## src/rtl/cnn_pkg.sv

```systemverilog
// +-----------------------------------------------------------------------+
// | cnn_pkg : shared constants and state encoding for the layer datapath   |
// | Rev 1.0                                                                |
// +-----------------------------------------------------------------------+
`default_nettype none

package cnn_pkg;

   localparam int FMAP_DATA_W   = 16;
   localparam int FMAP_ADDR_W   = 10;
   localparam int ARB_N_REQ     = 4;
   localparam int ARB_BURST_LEN = 4;
   localparam int ID_W          = 3;

   // Same one-bit encoding as the other layer controllers.
   typedef enum logic [0:0] {
      IDLE  = 1'b0,
      BURST = 1'b1
   } arb_state_e;

endpackage

`default_nettype wire

```

## src/rtl/rr_pick.sv

```systemverilog
// +-----------------------------------------------------------------------+
// | rr_pick : combinational round-robin picker, first set bit from ptr_i   |
// | Rev 1.0                                                                |
// +-----------------------------------------------------------------------+
`default_nettype none

module rr_pick #(
   parameter int N  = 4,
   parameter int PW = (N > 1) ? $clog2(N) : 1
) (
   input  logic [N-1:0]  req_i,
   input  logic [PW-1:0] ptr_i,
   output logic [N-1:0]  gnt_o,
   output logic [PW-1:0] idx_o,
   output logic          any_o
);

   logic [PW:0]   sum;
   logic [PW-1:0] lane;

   // Scan offsets high to low so the lowest offset from ptr_i wins last.
   always_comb begin
      gnt_o = '0;
      idx_o = '0;
      any_o = 1'b0;
      sum   = '0;
      lane  = '0;
      for (int k = N - 1; k >= 0; k--) begin
         sum = (PW+1)'(ptr_i) + (PW+1)'(k);
         if (sum >= (PW+1)'(N)) begin
            sum = sum - (PW+1)'(N);
         end
         lane = sum[PW-1:0];
         if (req_i[lane]) begin
            gnt_o       = '0;
            gnt_o[lane] = 1'b1;
            idx_o       = lane;
            any_o       = 1'b1;
         end
      end
   end

endmodule

`default_nettype wire

```

## src/rtl/fmap_wr_arbiter.sv

```systemverilog
// +-----------------------------------------------------------------------+
// | fmap_wr_arbiter : burst-locked round-robin share of the fmap write port|
// | Option macro: ARB_LANE0_PRIO_EN (lane 0 wins every IDLE arbitration)   |
// | Rev 1.0                                                                |
// +-----------------------------------------------------------------------+
`default_nettype none

module fmap_wr_arbiter
   import cnn_pkg::*;
#(
   parameter int N_REQ     = ARB_N_REQ,
   parameter int DATA_W    = FMAP_DATA_W,
   parameter int ADDR_W    = FMAP_ADDR_W,
   parameter int BURST_LEN = ARB_BURST_LEN
) (
   input  logic                     clk,
   input  logic                     rst_n,
   input  logic                     clr,
   input  logic [N_REQ-1:0]         req_valid,
   input  logic [N_REQ*ADDR_W-1:0]  req_addr,
   input  logic [N_REQ*DATA_W-1:0]  req_data,
   output logic [N_REQ-1:0]         req_ready,
   output logic                     mem_we,
   output logic [ADDR_W-1:0]        mem_addr,
   output logic [DATA_W-1:0]        mem_wdata,
   output logic                     busy,
   output logic [ID_W-1:0]          owner_id
);

   localparam int PW = (N_REQ > 1) ? $clog2(N_REQ) : 1;
   localparam int CW = $clog2(BURST_LEN + 1);

   arb_state_e         state_q, state_d;
   logic [PW-1:0]      rr_ptr_q, rr_ptr_d;
   logic [PW-1:0]      owner_q, owner_d;
   logic [CW-1:0]      beat_cnt_q, beat_cnt_d;
   logic               busy_q, busy_d;
   logic               mem_we_q;
   logic [ADDR_W-1:0]  mem_addr_q;
   logic [DATA_W-1:0]  mem_wdata_q;

   logic [N_REQ-1:0]   pick_gnt, win_gnt;
   logic [PW-1:0]      pick_idx, win_idx;
   logic               pick_any, win_any;
   logic               beat;
   logic [PW-1:0]      beat_lane;

   function automatic logic [PW-1:0] next_lane(input logic [PW-1:0] l);
      return (l == PW'(N_REQ - 1)) ? '0 : l + PW'(1);
   endfunction

   rr_pick #(
      .N  (N_REQ),
      .PW (PW)
   ) u_rr_pick (
      .req_i (req_valid),
      .ptr_i (rr_ptr_q),
      .gnt_o (pick_gnt),
      .idx_o (pick_idx),
      .any_o (pick_any)
   );

`ifdef ARB_LANE0_PRIO_EN
   // Bias/partial-sum restore path jumps the rotation, but only from IDLE.
   always_comb begin
      if (req_valid[0]) begin
         win_gnt = {{(N_REQ-1){1'b0}}, 1'b1};
         win_idx = '0;
         win_any = 1'b1;
      end else begin
         win_gnt = pick_gnt;
         win_idx = pick_idx;
         win_any = pick_any;
      end
   end
`else
   assign win_gnt = pick_gnt;
   assign win_idx = pick_idx;
   assign win_any = pick_any;
`endif

   always_comb begin
      state_d    = state_q;
      rr_ptr_d   = rr_ptr_q;
      owner_d    = owner_q;
      beat_cnt_d = beat_cnt_q;
      busy_d     = busy_q;
      req_ready  = '0;
      beat       = 1'b0;
      beat_lane  = owner_q;
      case (state_q)
         IDLE: begin
            req_ready = win_gnt;
            if (win_any) begin
               beat       = 1'b1;
               beat_lane  = win_idx;
               owner_d    = win_idx;
               beat_cnt_d = CW'(1);
               if (BURST_LEN > 1) begin
                  state_d = BURST;
                  busy_d  = 1'b1;
               end else begin
                  rr_ptr_d = next_lane(win_idx);
               end
            end
         end
         BURST: begin
            req_ready[owner_q] = 1'b1;
            beat = req_valid[owner_q];
            if (beat) begin
               beat_cnt_d = beat_cnt_q + CW'(1);
            end
            // Either the final beat of the burst or an idle owner ends the lock.
            if (!beat || beat_cnt_q == CW'(BURST_LEN - 1)) begin
               state_d    = IDLE;
               rr_ptr_d   = next_lane(owner_q);
               busy_d     = 1'b0;
               beat_cnt_d = '0;
            end
         end
         default: begin
            state_d = IDLE;
            busy_d  = 1'b0;
         end
      endcase
      if (clr) begin
         state_d    = IDLE;
         rr_ptr_d   = '0;
         beat_cnt_d = '0;
         busy_d     = 1'b0;
      end
   end

   always_ff @(posedge clk or negedge rst_n) begin
      if (!rst_n) begin
         state_q    <= IDLE;
         rr_ptr_q   <= '0;
         owner_q    <= '0;
         beat_cnt_q <= '0;
         busy_q     <= 1'b0;
      end else begin
         state_q    <= state_d;
         rr_ptr_q   <= rr_ptr_d;
         owner_q    <= owner_d;
         beat_cnt_q <= beat_cnt_d;
         busy_q     <= busy_d;
      end
   end

   // Write stage is independent of clr so an accepted beat always lands.
   always_ff @(posedge clk or negedge rst_n) begin
      if (!rst_n) begin
         mem_we_q    <= 1'b0;
         mem_addr_q  <= '0;
         mem_wdata_q <= '0;
      end else begin
         mem_we_q <= beat;
         if (beat) begin
            mem_addr_q  <= req_addr[int'(beat_lane)*ADDR_W +: ADDR_W];
            mem_wdata_q <= req_data[int'(beat_lane)*DATA_W +: DATA_W];
         end
      end
   end

   assign mem_we    = mem_we_q;
   assign mem_addr  = mem_addr_q;
   assign mem_wdata = mem_wdata_q;
   assign busy      = busy_q;
   assign owner_id  = ID_W'(owner_q);

endmodule

`default_nettype wire

```

## config.mk

```make
export PLATFORM = sky130hd
export DESIGN_NAME = fmap_wr_arbiter
export DESIGN_NICKNAME = d
export VERILOG_FILES = /design/src/rtl/cnn_pkg.sv /design/src/rtl/rr_pick.sv /design/src/rtl/fmap_wr_arbiter.sv
export SDC_FILE = /design/constraint.sdc
export NUM_CORES = 1
export LEC_CHECK = 0
export CAP_MARGIN = 10
export CORE_MARGIN = 3
export CORE_UTILIZATION = 42
export DETAILED_ROUTE_END_ITERATION = 10
export DONT_BUFFER_PORTS = 1
export PLACE_DENSITY_LB_ADDON = 0.08
export SLEW_MARGIN = 40
export SYNTH_ARGS = -nofsm -noshare
export SYNTH_HDL_FRONTEND = slang
export SYNTH_SLANG_ARGS = --single-unit
```

## constraint.sdc

```tcl
create_clock -name clk -period 3.2 [get_ports clk]
set_input_delay 0.64 -clock clk [delete_from_list [all_inputs] [get_ports clk]]
set_output_delay 0.64 -clock clk [all_outputs]
set_load 0.005 [all_outputs]
```

==> impl_metrics.ini <==
[sta]
finalCritPeriodShare_pct = 93.59
hold_viol = 0
max_slew_margin_pct = 59.88
tns_ns = 0
rsz0062_at_grt = false
finalMaxSlewViolations = 0
fin_hold_ws_ns = 0.04540
fmax_ghz = 0.3339
tightest_slew_ns = 0.5996
setup_violations = 0
fin_crit_ns = 2.995
fin_skew_ns = 0.005583
setup_ws_ns = 0.2053

[synth]
syn_nets = 394
ys_ff_latch = 36
ys_types = 38
synthesis.instances = 269
yosysWarnings = 0
syn-mean-instance-area_um2 = 10.28
ys_seq_area_share_pct = 32.58
syn_area_um2 = 2765

[floorplanning]
core-area_um2 = 6131
io-pin-count = 146
dieWidth_um = 87.14
die_y_um = 87.14
row_count = 28
initial_core_util_pct = 45.10
die_area_um2 = 7593

[placed_design]
pre_cts_slack_ns = 0.2357
place.detailed.hpwl_um = 5040
gp_congestion = 0.8001
dp.cells = 327
portBuffers = 0

[power_and_ir_drop]
power.density_nw_per_um2 = 1044
p_leak_nw = 1.141
total_power_mw = 2.963
irDropWorstVdd_mv = 1.252

[route]
drt_first_pass_iters = 4
routed_wl_um = 6676
ant_nets = 0
via_per_inst = 6.221
drc = 0
via_count = 2084
dr.first_iter.drc_count = 60
wl_per_cell_um = 19.93

[final_layout]
syn_to_final_growth_pct = 2.670
finalNetCount = 384
fillCellCount = 589
stdcell_count = 335
drive_gt1_share_pct = 11.54
antenna_cells = 0

[status]
status = finished, final reports clean

[cts]
clkSlewWorstSetupHoldPaths_ns = 0.08
cts_tree = built
cts_hold_buf = 0
htreeDepth = 2
cts-root-buf = clkbuf_8
cts-buffers-inserted = 5
clk_latency_ns = 0.28
cts_buffer_depth = 2
cts_sinks = 36

[worst_setup_path]
crit_type = register to primary output
end_kind = primary output
cp_max_fo = 9
critPathLaunchType = register
critical_path_arrival_ns = 2.35
worstPathRequired_ns = 2.56

[min_path]
hold_class = input pin to async pin

[global_route]
antenna_found_initial = 0
grt_pass1_wl_um = 10250
gr-total-overflow = 0
grt_pass1_vias = 2051
grt_max_degree = 54
grt_usage_pct = 17.19

[job]
cap_violations = 0
==> kinds of logic (layout without fill, tap and decap cells) <==
group / count (synthesis) / in the layout / share of synthesized area [%]
AO/OA/AOI/OAI: 64 / 64 / 17.33
other: 1 / 1 / 0.1356
buffers and inverters: 32 / 23 / 9.095
AND/OR/NAND/NOR: 63 / 63 / 11.36
adder cells (fa/ha/maj): 14 / 14 / 6.335
multiplexers: 59 / 59 / 23.17
flip-flops: 36 / 36 / 32.58
==> cell usage after synthesis <==
cell type | number | area share [%]
buf_2 | 3 | 0.54
a221oi_1 | 4 | 1.3
clkbuf_1 | 7 | 0.95
or2_2 | 1 | 0.23
inv_2 | 2 | 0.27
nand2b_1 | 3 | 0.68
ha_1 | 14 | 6.3
o211ai_2 | 2 | 0.90
mux2i_1 | 55 | 20
buf_6 | 3 | 1.2
o21ai_0 | 12 | 2.2
o21ai_2 | 1 | 0.32
o21ai_1 | 5 | 0.90
a21oi_1 | 4 | 0.72
o21ba_2 | 1 | 0.36
dfrtp_1 | 36 | 33
o22ai_1 | 2 | 0.45
a32oi_1 | 1 | 0.32
nand3_1 | 2 | 0.36
nor2_1 | 10 | 1.4
nor2b_1 | 2 | 0.45
o211ai_1 | 1 | 0.27
buf_1 | 1 | 0.14
and3_1 | 1 | 0.23
inv_1 | 8 | 1.1
nand2_1 | 38 | 5.2
buf_12 | 6 | 4.3
o2bb2ai_1 | 1 | 0.32
nor3_2 | 1 | 0.36
buf_4 | 2 | 0.54
nor2b_4 | 1 | 0.50
nand4b_1 | 1 | 0.32
nor3_1 | 1 | 0.18
nor4_4 | 2 | 1.5
a22oi_1 | 4 | 1.1
o221ai_1 | 26 | 8.2
mux4_2 | 4 | 3.3
conb_1 | 1 | 0.14
==> sequential cells by signal, summed over array words and instances, names as in the netlist <==
register and cells:
mem_wdata 16, mem_addr 10, beat_cnt_q 3, owner_q 2
rr_ptr_q 2, busy 1, mem_we 1, state_q 1
==> critical path: stages (launching register included) <==
cell,delay [ns]
dfrtp_2,0.46
inv_1,0.14
ha_1,0.38
mux4_2,0.41
a22oi_1,0.23
nor2_1,0.06
a221oi_1,0.26
o21ai_1,0.13
==> timing repair <==
| item | in CTS | in global routing |
|---|---|---|
| setup buffers | 0 | 0 |
| endpoints found under the setup margin | 0 | 4 |
| gates resized for setup | 0 | 1 |
==> per-stage QoR <==
| stage | cell area [µm²] | util (%) |
|---|---|---|
| finish | 2839 | 46.31 |
| global route | 2839 | 46.31 |
| CTS | 2838 | 46.29 |
| detailed placement | 2726 | 44.47 |
| global placement | 2726 | 44.47 |
| floorplan | 2765 | - |
==> layout make-up <==
cell class | instances | area [µm²] | area share, %
Inverter | 10 | 37.54 | 1.322
Tap cell | 75 | 93.84 | 3.305
Sequential cell | 36 | 902.1 | 31.78
Clock inverter | 3 | 42.54 | 1.498
Clock buffer | 5 | 68.82 | 2.424
Multi-Input combinational cell | 201 | 1632 | 57.47
Timing Repair Buffer | 5 | 62.56 | 2.204
==> path summary, 6_finish.rpt <==
kind                                           startpoint                         to  slack, ns  cells after the start
worst min-delay path                                rst_n    mem_addr[9]$_DFFE_PN0P_       0.05                      0
worst max-delay path              rr_ptr_q[1]$_DFFE_PN0P_               req_ready[0]       0.21                      7
worst min register to register  beat_cnt_q[0]$_DFFE_PN0P_  beat_cnt_q[0]$_DFFE_PN0P_       0.50                      1
worst max register to register    rr_ptr_q[1]$_DFFE_PN0P_   mem_wdata[4]$_DFFE_PN0P_       0.37                      9
max in group asynchronous                           rst_n    rr_ptr_q[1]$_DFFE_PN0P_       3.06                      0
min in group clk                                      clr          state_q$_DFF_PN0_       0.46                      1
==> report_power, final <==
| part | switching (mW) | internal [mW] |
|---|---|---|
| Combinational | 0.904 | 0.757 |
| Clock | 0.167 | 0.231 |
| Sequential | 0.226 | 0.679 |
| Total | 1.30 | 1.67 |
==> cell usage in the layout (no fill, tap or decap), types with 5 or more instances in the layout <==
master	synthesis	layout
nor2_1	10	10
o21ai_0	12	12
clkbuf_8	0	5
inv_1	8	8
mux2i_1	55	55
dfrtp_1	36	35
ha_1	14	14
nand2_1	38	38
o221ai_1	26	26
o21ai_1	5	5
==> per-layer routing <==
layer / track usage, % / part of all wire [%]
met1: 22.53 / 41
met5: 0 / 0
met2: 28.23 / 50
met3: 3.690 / 7.4
met4: 5.718 / 1.6
Note: power is estimated with default switching activity, not from simulation.
==> RTL change 1 (config.mk and constraints unchanged) <==
`ARB_N_REQ`: 4 -> 8.
--- a/src/rtl/cnn_pkg.sv
+++ b/src/rtl/cnn_pkg.sv
@@ -8,7 +8,7 @@
 
    localparam int FMAP_DATA_W   = 16;
    localparam int FMAP_ADDR_W   = 10;
-   localparam int ARB_N_REQ     = 4;
+   localparam int ARB_N_REQ     = 8;
    localparam int ARB_BURST_LEN = 4;
    localparam int ID_W          = 3;
 
Ports: changed (resized req_addr, req_data, req_ready and req_valid); port bits go from 146 to 258. The function was not compared with the original's and may differ.
==> RTL change 1 against the original RTL <==
- setup slack got worse by 740 ps
- area after synthesis grew to 2.7 times the old value
- the run now ends with negative setup slack left
- cell count rose to 4.3 times the old value
- sequential cell count increased by 2
- wire length rose to 5.3 times the old value
- worst hold slack got worse by 1.9 ps
- count of clock-buffer cells in the layout up 1
- die area grew to 2.5 times the old value
- via count rose to 4.6 times the old value
- final area rose to 3.8 times the old value
Power is left out: the tool's default activity adds up to more than one toggle a clock period on the data nets, which glitch-free logic cannot reach.
==> RTL change 1: results (changes against the original RTL) <==
[finish]
n_sequential_cell = 38  ; +5.6%
num-nets-final = 1432  ; +270%
multi_input_cells = 869  ; +330%
nNonClkInverters = 64  ; +54
multi_input_area_um2 = 6590  ; +300%
seq_area_um2 = 956  ; +6.0%
clock_buffer_count = 6  ; +1

[critical_path]
setup.worst_path.end = mem_wdata[0]$_DFFE_PN0P_
worstPathArrival_ps = 3910  ; +1560 ps
cp_max_fo = 5  ; -4

[detailed_routing]
post_drt_via_cell_ratio = 6.72  ; +8.0%
met3_length_um = 4010  ; +710%
wirelength_um = 35500  ; +430%
wl_met2_um = 15600  ; +370%
met1Wirelength_um = 14800  ; +440%

[floorplan]
rows = 47  ; +68%

[synthesis]
synth_fa_ha_area_share_pct = 1.71  ; -4.6 points
ys_types = 70  ; +84%
yosysSeqAreaShare_pct = 13.0  ; -20 points

[global_route]
use_met1_pct = 46.3  ; +24 points
grt_pass1_wl_um = 51700  ; +400%
grtUsageMet3_pct = 10.8  ; +7.2 points
grt_util_all_layers_pct = 33.3  ; +16 points
grt_max_degree = 96  ; +78%

[outcome]
violations = negative setup slack
status = finished, violations left

[sta]
hold_slack_ps = 43.5  ; -1.87 ps
setup_slack_ps = -537  ; -742 ps
finalSetupViolCount = 35  ; +35

[RTL change 1: changes by cell type after synthesis, moves of 21 or more]
cell,change
a211oi_1,+55
a21oi_1,+59
a31oi_1,+59
buf_2,+21
clkbuf_1,+71
inv_1,+56
mux2i_1,-41
nand2_1,+228
nand4_1,+58
o211ai_1,+61
o221ai_1,-23
o22ai_1,+83
o41ai_2,+21
[RTL change 1: critical path: cells and delay by family (launching register included)]
kind            cells  cell delay, ps
fa+ha+maj           1             340
compound gates      5             960
flops               1             480
simple gates        1              60
buf+inv             7            1050
mux                 2             710
[RTL change 1: cells by family (layout without fill, tap and decap cells)]
logic type	after synthesis	in the layout
xor+xnor	4	4
buf+inv	182	297
simple gates	400	400
fa+ha+maj	10	10
flops	38	38
compound gates	411	411
mux	44	44
==> RTL change 2 (same settings) <==
Made on the original files. Reset style: synchronous (`rst_n`), changed in 2 clocked blocks.
--- a/src/rtl/fmap_wr_arbiter.sv
+++ b/src/rtl/fmap_wr_arbiter.sv
@@ -131,7 +131,7 @@
       end
    end
 
-   always_ff @(posedge clk or negedge rst_n) begin
+   always_ff @(posedge clk) begin
       if (!rst_n) begin
          state_q    <= IDLE;
          rr_ptr_q   <= '0;
@@ -148,7 +148,7 @@
    end
 
    // Write stage is independent of clr so an accepted beat always lands.
-   always_ff @(posedge clk or negedge rst_n) begin
+   always_ff @(posedge clk) begin
       if (!rst_n) begin
          mem_we_q    <= 1'b0;
          mem_addr_q  <= '0;
Function: differs if rst_n is asserted again (counterexample within 4 cycles, from zero or initial values and one cycle with rst_n low); with rst_n held inactive, the same outputs for 10 cycles.
==> RTL change 2 against the original RTL <==
- sequential share of layout area fell by 4.9 points
- clock skew is 7.4 ps higher
- first-iteration DRC count is 43% higher
- final area is 5.7% lower
- count of clock-buffer cells in the layout increased by 2
- setup slack improved by 16 ps
- wire length shrank 3.0%
- cell count decreased by 0.30%
- area after synthesis is 6.6% lower
- sequential cell count unchanged
- via count up 1.7%
- largest cell class unchanged
- highest routed layer unchanged
Power is not compared: it rests on default switching activity, and its combinational part moved more than twofold at a synthesized area within 25%.
==> RTL change 2: results (changes against the original RTL) <==
[detailed_routing]
topRoutingLayerUsed = met4
post_drt_wl_per_cell_um = 19.4  ; -2.7%
met1Wirelength_um = 2680  ; -2.5%
met3_length_um = 487  ; -1.6%
drt_iter0_drc = 86  ; +43%
wl_met2_um = 3260  ; -2.1%
vias = 2120  ; +1.7%

[synthesis]
ys_types = 37  ; -2.6%
synth_common_cells = mux2i_1 (53), dfxtp_1 (36), o21ai_0 (31)
yosysSeqAreaShare_pct = 27.9  ; -4.7 points
synth.avg_cell_area_um2 = 9.53  ; -7.3%
synthArstFlopShare_pct = 0  ; -100 points
synthesis.nets = 396  ; +0.51%
synth_area_leaders = dfxtp_1 (28%), mux2i_1 (21%), a221oi_1 (10%)
yosys_warnings = 0  ; unchanged

[critical_path]
critPathSlowestCell = or3b_2
r2r_setup_slack_ps = 550  ; +180 ps
cp_top_family = compound AO/OA/AOI/OAI gates
max_stage_delay_ps = 470
startpoint = rr_ptr_q[1]$_SDFFE_PP0P_
setup.worst_path.end = req_ready[2]
cp_max_fo = 8  ; -1
r2r_cells = 8  ; -1
worstPathArrival_ps = 2340
reg2reg_to = mem_wdata[9]$_SDFFE_PN0P_

[finish]
largest_register_ffs = 16  ; unchanged
layout.cells.non_filler = 334  ; -0.30%
num-nets-final = 386  ; +0.52%
fillers = 580  ; -1.5%
drive_gt1_share_pct = 10.3  ; -1.2 points

[cts]
clk_path_buf_depth = 2  ; unchanged
post_cts_buffers = 0  ; unchanged
cts_resized = 0  ; unchanged

[global_route]
antenna_found_initial = 0  ; unchanged
grt_pass1_wl_um = 10400  ; +1.1%
grt_util_all_layers_pct = 17.7  ; +0.54 points
grt_max_degree = 36  ; -33%
grt_pass1_vias = 2065  ; +0.68%

[place]
gp_congestion = 0.805  ; +0.55%
dp_hpwl_um = 4890  ; -3.0%

[worst_hold_path]
worstHoldStart = rst_n
hp-class = input pin to register

[power_and_ir_drop]
leakagePower_nw = 1.03

[outcome]
status = completed

[sta]
tightest_slew_ps = 737  ; +138 ps
finClkSkew_ps = 12.9  ; +7.36 ps

## RTL change 2: cell count changes after synthesis, moves of 5 or more
cell / before / now
a221oi_1: 4 / 30
dfrtp_1: 36 / 0
dfxtp_1: 0 / 36
nand2_1: 38 / 8
nor2_1: 10 / 18
nor3_1: 1 / 6
o21ai_0: 12 / 31
o221ai_1: 26 / 0
## RTL change 2: layout make-up
type                    count  area (um^2)  share of cell area, %
inverters                  10         37.5                   1.40
clock buffers               7         76.3                   2.85
flip-flops and latches     36          721                   26.9
clock inverters             1         8.76                  0.327
well taps                  72         90.1                   3.36
multi-input cells         202         1690                   63.0
repair buffers              6         57.6                   2.15
## RTL change 2: where the power goes
part	leakage (nW)	internal, mW	total [mW]	switching [mW]
registers	0.299	0.502	0.552	0.0503
logic	0.689	0.150	0.321	0.171
clock network	0.0424	0.156	0.319	0.164
## RTL change 2: logic make-up (layout without fill, tap and decap cells)
group | count (synthesis) | count (layout) | share of synthesized area [%]
flops | 36 | 36 | 27.9
other cells | 1 | 1 | 0.145
simple gates | 44 | 44 | 9.06
mux | 58 | 58 | 25.2
fa+ha+maj | 14 | 14 | 6.78
compound gates | 85 | 85 | 23.0
buf+inv | 33 | 24 | 7.94
## RTL change 2: routing by layer
layer  up-vias  track usage, %
met5         -               0
met4         0            5.04
met3         4            4.32
met2        95            30.1
met1      1014            22.4
li1       1007               -
## RTL change 2: per-stage QoR
step                setup WS (ps)  hold WS (ps)  cell area [um^2]  utilization (%)  power [mW]
floorplan                     238           457              2580                -       0.845
global placement              444           479              2580             44.9       0.886
detailed placement            385           483              2580             45.0       0.885
CTS                          76.1           464              2670             46.5        1.21
global route                 49.1           470              2680             46.6        1.26
finish                        221           472              2680             46.6        1.19
